**src/rtl/jt49_bus_master.sv**
```systemverilog
`default_nettype none
// ============================================================================
// Module      : jt49_bus_master
// Description : Command-FIFO bus initiator for the jt49 PSG register port with
//               programmable setup/strobe/recovery timing. Define
//               JT49_BM_SKIPDUP_EN to drop writes that repeat a register value.
// Revision    : 1.0 - initial release
// ============================================================================
module jt49_bus_master #(
    parameter int FIFO_AW = 3,
    parameter int SETUP   = 1,
    parameter int PULSE   = 2,
    parameter int RECOV   = 2
) (
    input  logic       clk,
    input  logic       rst_n,
    input  logic       clk_en,
    input  logic       cmd_valid,
    output logic       cmd_ready,
    input  logic       cmd_rd,
    input  logic [3:0] cmd_addr,
    input  logic [7:0] cmd_data,
    output logic       rsp_valid,
    output logic [3:0] rsp_addr,
    output logic [7:0] rsp_data,
    output logic       busy,
    output logic       bus_cs_n,
    output logic       bus_wr_n,
    output logic [3:0] bus_addr,
    output logic [7:0] bus_dout,
    input  logic [7:0] bus_din
);

    localparam int c_depth       = 1 << FIFO_AW;
    localparam int c_setup_ticks = (SETUP < 1) ? 1 : SETUP;
    localparam int c_pulse_ticks = (PULSE < 1) ? 1 : PULSE;
    localparam int c_recov_ticks = (RECOV < 1) ? 1 : RECOV;
    localparam logic [15:0] c_setup_last = 16'(c_setup_ticks - 1);
    localparam logic [15:0] c_pulse_last = 16'(c_pulse_ticks - 1);
    localparam logic [15:0] c_recov_last = 16'(c_recov_ticks - 1);
    localparam logic [FIFO_AW:0] c_ptr_one = {{FIFO_AW{1'b0}}, 1'b1};

    typedef enum logic [1:0] {
        S_IDLE   = 2'd0,
        S_SETUP  = 2'd1,
        S_STROBE = 2'd2,
        S_RECOV  = 2'd3
    } state_t;

    state_t           r_state;
    logic [15:0]      r_cnt;
    logic             r_rd;
    logic [12:0]      r_mem [c_depth];
    logic [FIFO_AW:0] r_wptr;
    logic [FIFO_AW:0] r_rptr;

    logic             w_empty;
    logic             w_full;
    logic             w_push;
    logic             w_pop;
    logic             w_skip;
    logic             w_head_rd;
    logic [3:0]       w_head_addr;
    logic [7:0]       w_head_data;

    // Extra pointer MSB distinguishes full from empty when the indices match.
    assign w_empty   = (r_wptr == r_rptr);
    assign w_full    = (r_wptr[FIFO_AW] != r_rptr[FIFO_AW]) &&
                       (r_wptr[FIFO_AW-1:0] == r_rptr[FIFO_AW-1:0]);
    assign cmd_ready = !w_full;
    assign w_push    = cmd_valid && !w_full;
    assign w_pop     = clk_en && (r_state == S_IDLE) && !w_empty;
    assign {w_head_rd, w_head_addr, w_head_data} = r_mem[r_rptr[FIFO_AW-1:0]];
    assign busy      = !w_empty || (r_state != S_IDLE);

    always_ff @(posedge clk) begin
        if (w_push) begin
            r_mem[r_wptr[FIFO_AW-1:0]] <= {cmd_rd, cmd_addr, cmd_data};
        end
    end

    always_ff @(posedge clk or negedge rst_n) begin
        if (!rst_n) begin
            r_wptr <= '0;
            r_rptr <= '0;
        end else begin
            if (w_push) r_wptr <= r_wptr + c_ptr_one;
            if (w_pop)  r_rptr <= r_rptr + c_ptr_one;
        end
    end

`ifdef JT49_BM_SKIPDUP_EN
    logic [7:0]  r_shadow [16];
    logic [15:0] r_shadow_vld;
    logic        w_shadow_upd;

    // Register 13 restarts the envelope on every write, so it is never skipped.
    assign w_skip = !w_head_rd && (w_head_addr != 4'd13) &&
                    r_shadow_vld[w_head_addr] &&
                    (r_shadow[w_head_addr] == w_head_data);
    assign w_shadow_upd = w_pop && !w_skip && !w_head_rd;

    always_ff @(posedge clk or negedge rst_n) begin
        if (!rst_n) begin
            r_shadow_vld <= '0;
        end else if (w_shadow_upd) begin
            r_shadow_vld[w_head_addr] <= 1'b1;
        end
    end

    always_ff @(posedge clk) begin
        if (w_shadow_upd) begin
            r_shadow[w_head_addr] <= w_head_data;
        end
    end
`else
    assign w_skip = 1'b0;
`endif

    always_ff @(posedge clk or negedge rst_n) begin
        if (!rst_n) begin
            r_state   <= S_IDLE;
            r_cnt     <= '0;
            r_rd      <= 1'b0;
            bus_cs_n  <= 1'b1;
            bus_wr_n  <= 1'b1;
            bus_addr  <= '0;
            bus_dout  <= '0;
            rsp_valid <= 1'b0;
            rsp_addr  <= '0;
            rsp_data  <= '0;
        end else begin
            rsp_valid <= 1'b0;
            if (clk_en) begin
                case (r_state)
                    S_IDLE: begin
                        if (!w_empty && !w_skip) begin
                            bus_addr <= w_head_addr;
                            bus_dout <= w_head_data;
                            bus_cs_n <= 1'b0;
                            r_rd     <= w_head_rd;
                            r_cnt    <= '0;
                            r_state  <= S_SETUP;
                        end
                    end
                    S_SETUP: begin
                        if (r_cnt == c_setup_last) begin
                            bus_wr_n <= r_rd;
                            r_cnt    <= '0;
                            r_state  <= S_STROBE;
                        end else begin
                            r_cnt <= r_cnt + 16'd1;
                        end
                    end
                    S_STROBE: begin
                        if (r_cnt == c_pulse_last) begin
                            if (r_rd) begin
                                rsp_valid <= 1'b1;
                                rsp_addr  <= bus_addr;
                                rsp_data  <= bus_din;
                            end
                            bus_cs_n <= 1'b1;
                            bus_wr_n <= 1'b1;
                            r_cnt    <= '0;
                            r_state  <= S_RECOV;
                        end else begin
                            r_cnt <= r_cnt + 16'd1;
                        end
                    end
                    default: begin
                        if (r_cnt == c_recov_last) begin
                            r_cnt   <= '0;
                            r_state <= S_IDLE;
                        end else begin
                            r_cnt <= r_cnt + 16'd1;
                        end
                    end
                endcase
            end
        end
    end

endmodule
`default_nettype wire

```
**config.mk**
```make
export PLATFORM = sky130hd
export DESIGN_NAME = jt49_bus_master
export DESIGN_NICKNAME = d
export VERILOG_FILES = /design/src/rtl/jt49_bus_master.sv
export SDC_FILE = /design/constraint.sdc
export NUM_CORES = 1
export LEC_CHECK = 0
export CAP_MARGIN = 20
export CORE_MARGIN = 1
export CORE_UTILIZATION = 58
export DETAILED_ROUTE_END_ITERATION = 7
export PLACE_DENSITY = 0.8
export SLEW_MARGIN = 40
export SYNTH_ARGS = -nofsm -noshare
export SYNTH_HDL_FRONTEND = slang
export SYNTH_SLANG_ARGS = --single-unit
```
**constraint.sdc**
```tcl
create_clock -name clk -period 3.05 [get_ports clk]
set_input_delay 0.305 -clock clk [delete_from_list [all_inputs] [get_ports clk]]
set_output_delay 0.305 -clock clk [all_outputs]
set_load 0.01 [all_outputs]
```
==> results.py <==
metrics = {
    "clock_network": {
        "clock_latency_ns": 0.42,
        "cts_sinks": 158,
        "root_buffer": "clkbuf_16",
        "cts_buffers": 17,
        "cts_resized": 0,
        "clk_pin_slew_ns": 0.06,
        "cts_tree": "yes",
        "htree_num_levels": 4,
        "cts_setup_buffers": 0,
        "clockBufferDepth": 2,
    },
    "setup_path": {
        "r2r_start": "r_state[1]$_DFFE_PN0P_",
        "reg2reg_slack_ns": 0.66,
        "endpoint_kind": "primary output",
        "cp.required_ns": 2.74,
        "critPathArrivalTime_ns": 2.30,
        "worstSetupPathType": "reg -> out",
        "slowest_stage": "dfrtp_1",
        "slowest_delay_ns": 0.49,
        "critPathLaunchType": "register",
        "worstPathCellList": "xnor2_1, nand4b_1, or2_2, clkdlybuf4s50_1",
        "worst-r2r-cell-count": 7,
        "rr_endpoint": "r_cnt[4]$_DFFE_PN0P_",
        "cp_max_fo": 7,
    },
    "final_layout": {
        "area_growth_pct": 19.3,
        "final_area_sq_um": 7900,
        "antenna_cells": 0,
        "fin_nets": 504,
        "layout_common_cells": "edfxtp_1 (104), clkdlybuf4s50_1 (52), dfrtp_1 (51), mux4_2 (26), nand2_1 (24)",
        "final_common_cell": "edfxtp_1",
        "drive_gt1_share_pct": 22.2,
    },
    "grt": {
        "overflow": 0,
        "grt_first_pass_wirelength_microns": 19900,
        "grt_pass1_vias": 3833,
        "track_usage_pct": 23.8,
        "grt_max_degree": 42,
        "antenna_found_initial": 0,
    },
    "detailed_routing": {
        "firstDrtPassIters": 5,
        "final_antenna_net_count": 0,
        "num_vias": 3668,
        "drtIter0Drc": 249,
        "drt-total-wl_microns": 12600,
        "drc_errors": 0,
        "wl_per_cell_microns": 20.2,
        "via_per_inst": 5.89,
    },
    "die": {
        "rows": 38,
        "die_x_microns": 109,
        "die_area_sq_um": 11900,
        "core_area_sq_um": 11000,
        "die_y_microns": 109,
        "start_util_pct": 60.3,
        "ios": 54,
    },
    "pwr": {
        "intPower_mw": 4.03,
        "total_power_mw": 5.46,
        "p_clk_share_pct": 35.6,
        "ir_worst_vdd_uv": 609,
        "power_frac_seq_pct": 51.1,
        "powerDensity_nw_per_um2": 691,
        "p_leak_nw": 2.92,
        "combPwrFrac_pct": 13.3,
        "p_sw_mw": 1.42,
        "netSwitchingFraction_pct": 26.0,
    },
    "place": {
        "placed_area_sq_um": 7340,
        "dp_hpwl_microns": 7880,
        "port_buffers": 53,
        "place.gp.congestion": 0.827,
    },
    "yosys": {
        "syn-num-nets": 434,
        "synthesis.area_sq_um": 6620,
        "synth_ff_type": "edfxtp_1",
        "synth-seq-cells": 158,
        "synth_edf_count": 104,
        "ys_warn_count": 0,
        "ys_types": 49,
        "postSynth.asyncResetShare_pct": 34.2,
        "synthCells": 400,
        "synth.avg_cell_area_sq_um": 16.6,
        "ys_seq_area_share_pct": 67.6,
    },
    "timing": {
        "setup_viol": 0,
        "relSlewSlack_pct": 56.1,
        "rsz0062_at_grt": "no",
        "period_needed_ns": 2.60,
        "max_freq_mhz": 384,
        "hold_viol_final": 0,
        "finalClockSkew_ns": 0.00885,
        "post-route-period-util_pct": 85.3,
        "slew_viol_final": 0,
        "tightestPinTransition_ns": 0.659,
        "fin_tns_setup_ns": 0,
    },
    "run": {
        "maxCapViolCount": 0,
    },
    "worst_hold_path": {
        "hold_class": "in -> async",
    },
    "status": {
        "status": "finished, final reports clean",
    },
}
==> cell families (layout without fill, tap and decap cells) <==
logic type,count (synthesis),in the layout,synth area share (%)
and+or+nand+nor,89,89,7.18
xor gates and xnor gates,10,10,1.32
buffers and inverters,31,114,2.40
AOI/OAI and AO/OA,48,48,5.74
muxes,55,55,14.1
adders and majority gates,9,9,1.70
DFF,158,158,67.6
==> layer usage <==
metal	routed length, microns	track usage (%)
met1	4980	28.1
met2	6660	40.8
met3	787	7.71
met4	165	8.30
met5	0	0
==> critical path: cells and delay by family, from the launching register on <==
family,cells,cell delay [ns]
XOR/XNOR,1,0.27
buffers and inverters,1,0.48
flip-flops,1,0.49
AND/OR/NAND/NOR,2,0.64
==> per-stage QoR <==
stage | setup slack [ns] | instances | hold slack (ns) | util (%)
after floorplan | 0.429 | 400 | 0.00941 | -
after global placement | 0.823 | 590 | 0.474 | 66.8
after detailed placement | 0.640 | 590 | 0.324 | 66.9
after CTS | 0.450 | 623 | 0.418 | 71.9
after global routing | 0.294 | 623 | 0.453 | 71.9
final | 0.448 | 623 | 0.411 | 71.9
==> worst max-delay path by stage <==
| stage | to | cells past startpoint | slack, ns | start |
|---|---|---|---|---|
| final | busy | 4 | 0.45 | r_wptr[2]$_DFFE_PN0P_ |
| after global routing | busy | 4 | 0.29 | r_wptr[2]$_DFFE_PN0P_ |
| after CTS | busy | 4 | 0.45 | r_wptr[2]$_DFFE_PN0P_ |
| after detailed placement | r_cnt[4]$_DFFE_PN0P_ | 7 | 0.64 | r_state[1]$_DFFE_PN0P_ |
| after global placement | r_cnt[6]$_DFFE_PN0P_ | 7 | 0.82 | r_state[1]$_DFFE_PN0P_ |
| after floorplan | r_mem[0][0]$_DFFE_PP_ | 6 | 0.43 | r_wptr[0]$_DFFE_PN0P_ |
==> flip-flops by register name, summed over array words and instances (netlist names) <==
| signal | count |
|---|---|
| bus_cs_n | 1 |
| bus_dout | 8 |
| r_rd | 1 |
| rsp_valid | 1 |
| r_mem | 104 |
| rsp_addr | 4 |
| rsp_data | 8 |
| r_wptr | 4 |
| r_cnt | 16 |
| bus_wr_n | 1 |
| bus_addr | 4 |
| r_state | 2 |
| r_rptr | 4 |
==> cells in the mapped netlist, types with 3 or more instances <==
cell / n / area, sq um
xor2_1: 3 / 26.3
mux4_2: 26 / 586
mux2_2: 5 / 56.3
or2_2: 3 / 18.8
o311ai_0: 3 / 26.3
ha_1: 9 / 113
buf_4: 4 / 30.0
buf_2: 9 / 45.0
nand2_1: 24 / 90.1
nand4_1: 6 / 37.5
nor4_2: 3 / 37.5
nand3_1: 15 / 75.1
xnor2_1: 7 / 61.3
mux2i_1: 14 / 140
edfxtp_1: 104 / 3120
dfrtp_1: 52 / 1300
o22ai_1: 3 / 18.8
inv_1: 12 / 45.0
a22oi_1: 4 / 30.0
a31oi_1: 3 / 18.8
o311ai_2: 4 / 65.1
and3_1: 5 / 31.3
o31ai_1: 4 / 30.0
nor2_1: 21 / 78.8
mux2_4: 10 / 150
a21oi_1: 14 / 70.1
nor3_1: 4 / 20.0
==> final cells by class <==
cell class	instances	area (sq um)
Sequential cell	158	4480
Clock inverter	10	91.3
Tap cell	140	175
Multi-Input combinational cell	211	2000
Inverter	12	45.0
Clock buffer	22	454
Fill cell	692	3080
Timing Repair Buffer	70	658
==> power by group through the flow <==
stage	logic (mW)	clock network, mW	registers (mW)
after floorplan	0.503	0	2.74
after global placement	0.692	0	2.80
after detailed placement	0.725	0	2.82
after CTS	0.733	1.99	2.78
after global routing	0.804	2.07	2.82
final	0.725	1.94	2.79
==> repair_timing <==
action,4_1_cts,5_1_grt
endpoints found under the hold margin,39,0
endpoints found under the setup margin,0,0
hold buffers,1,0
No activity file was read; power rests on OpenSTA's default activity.
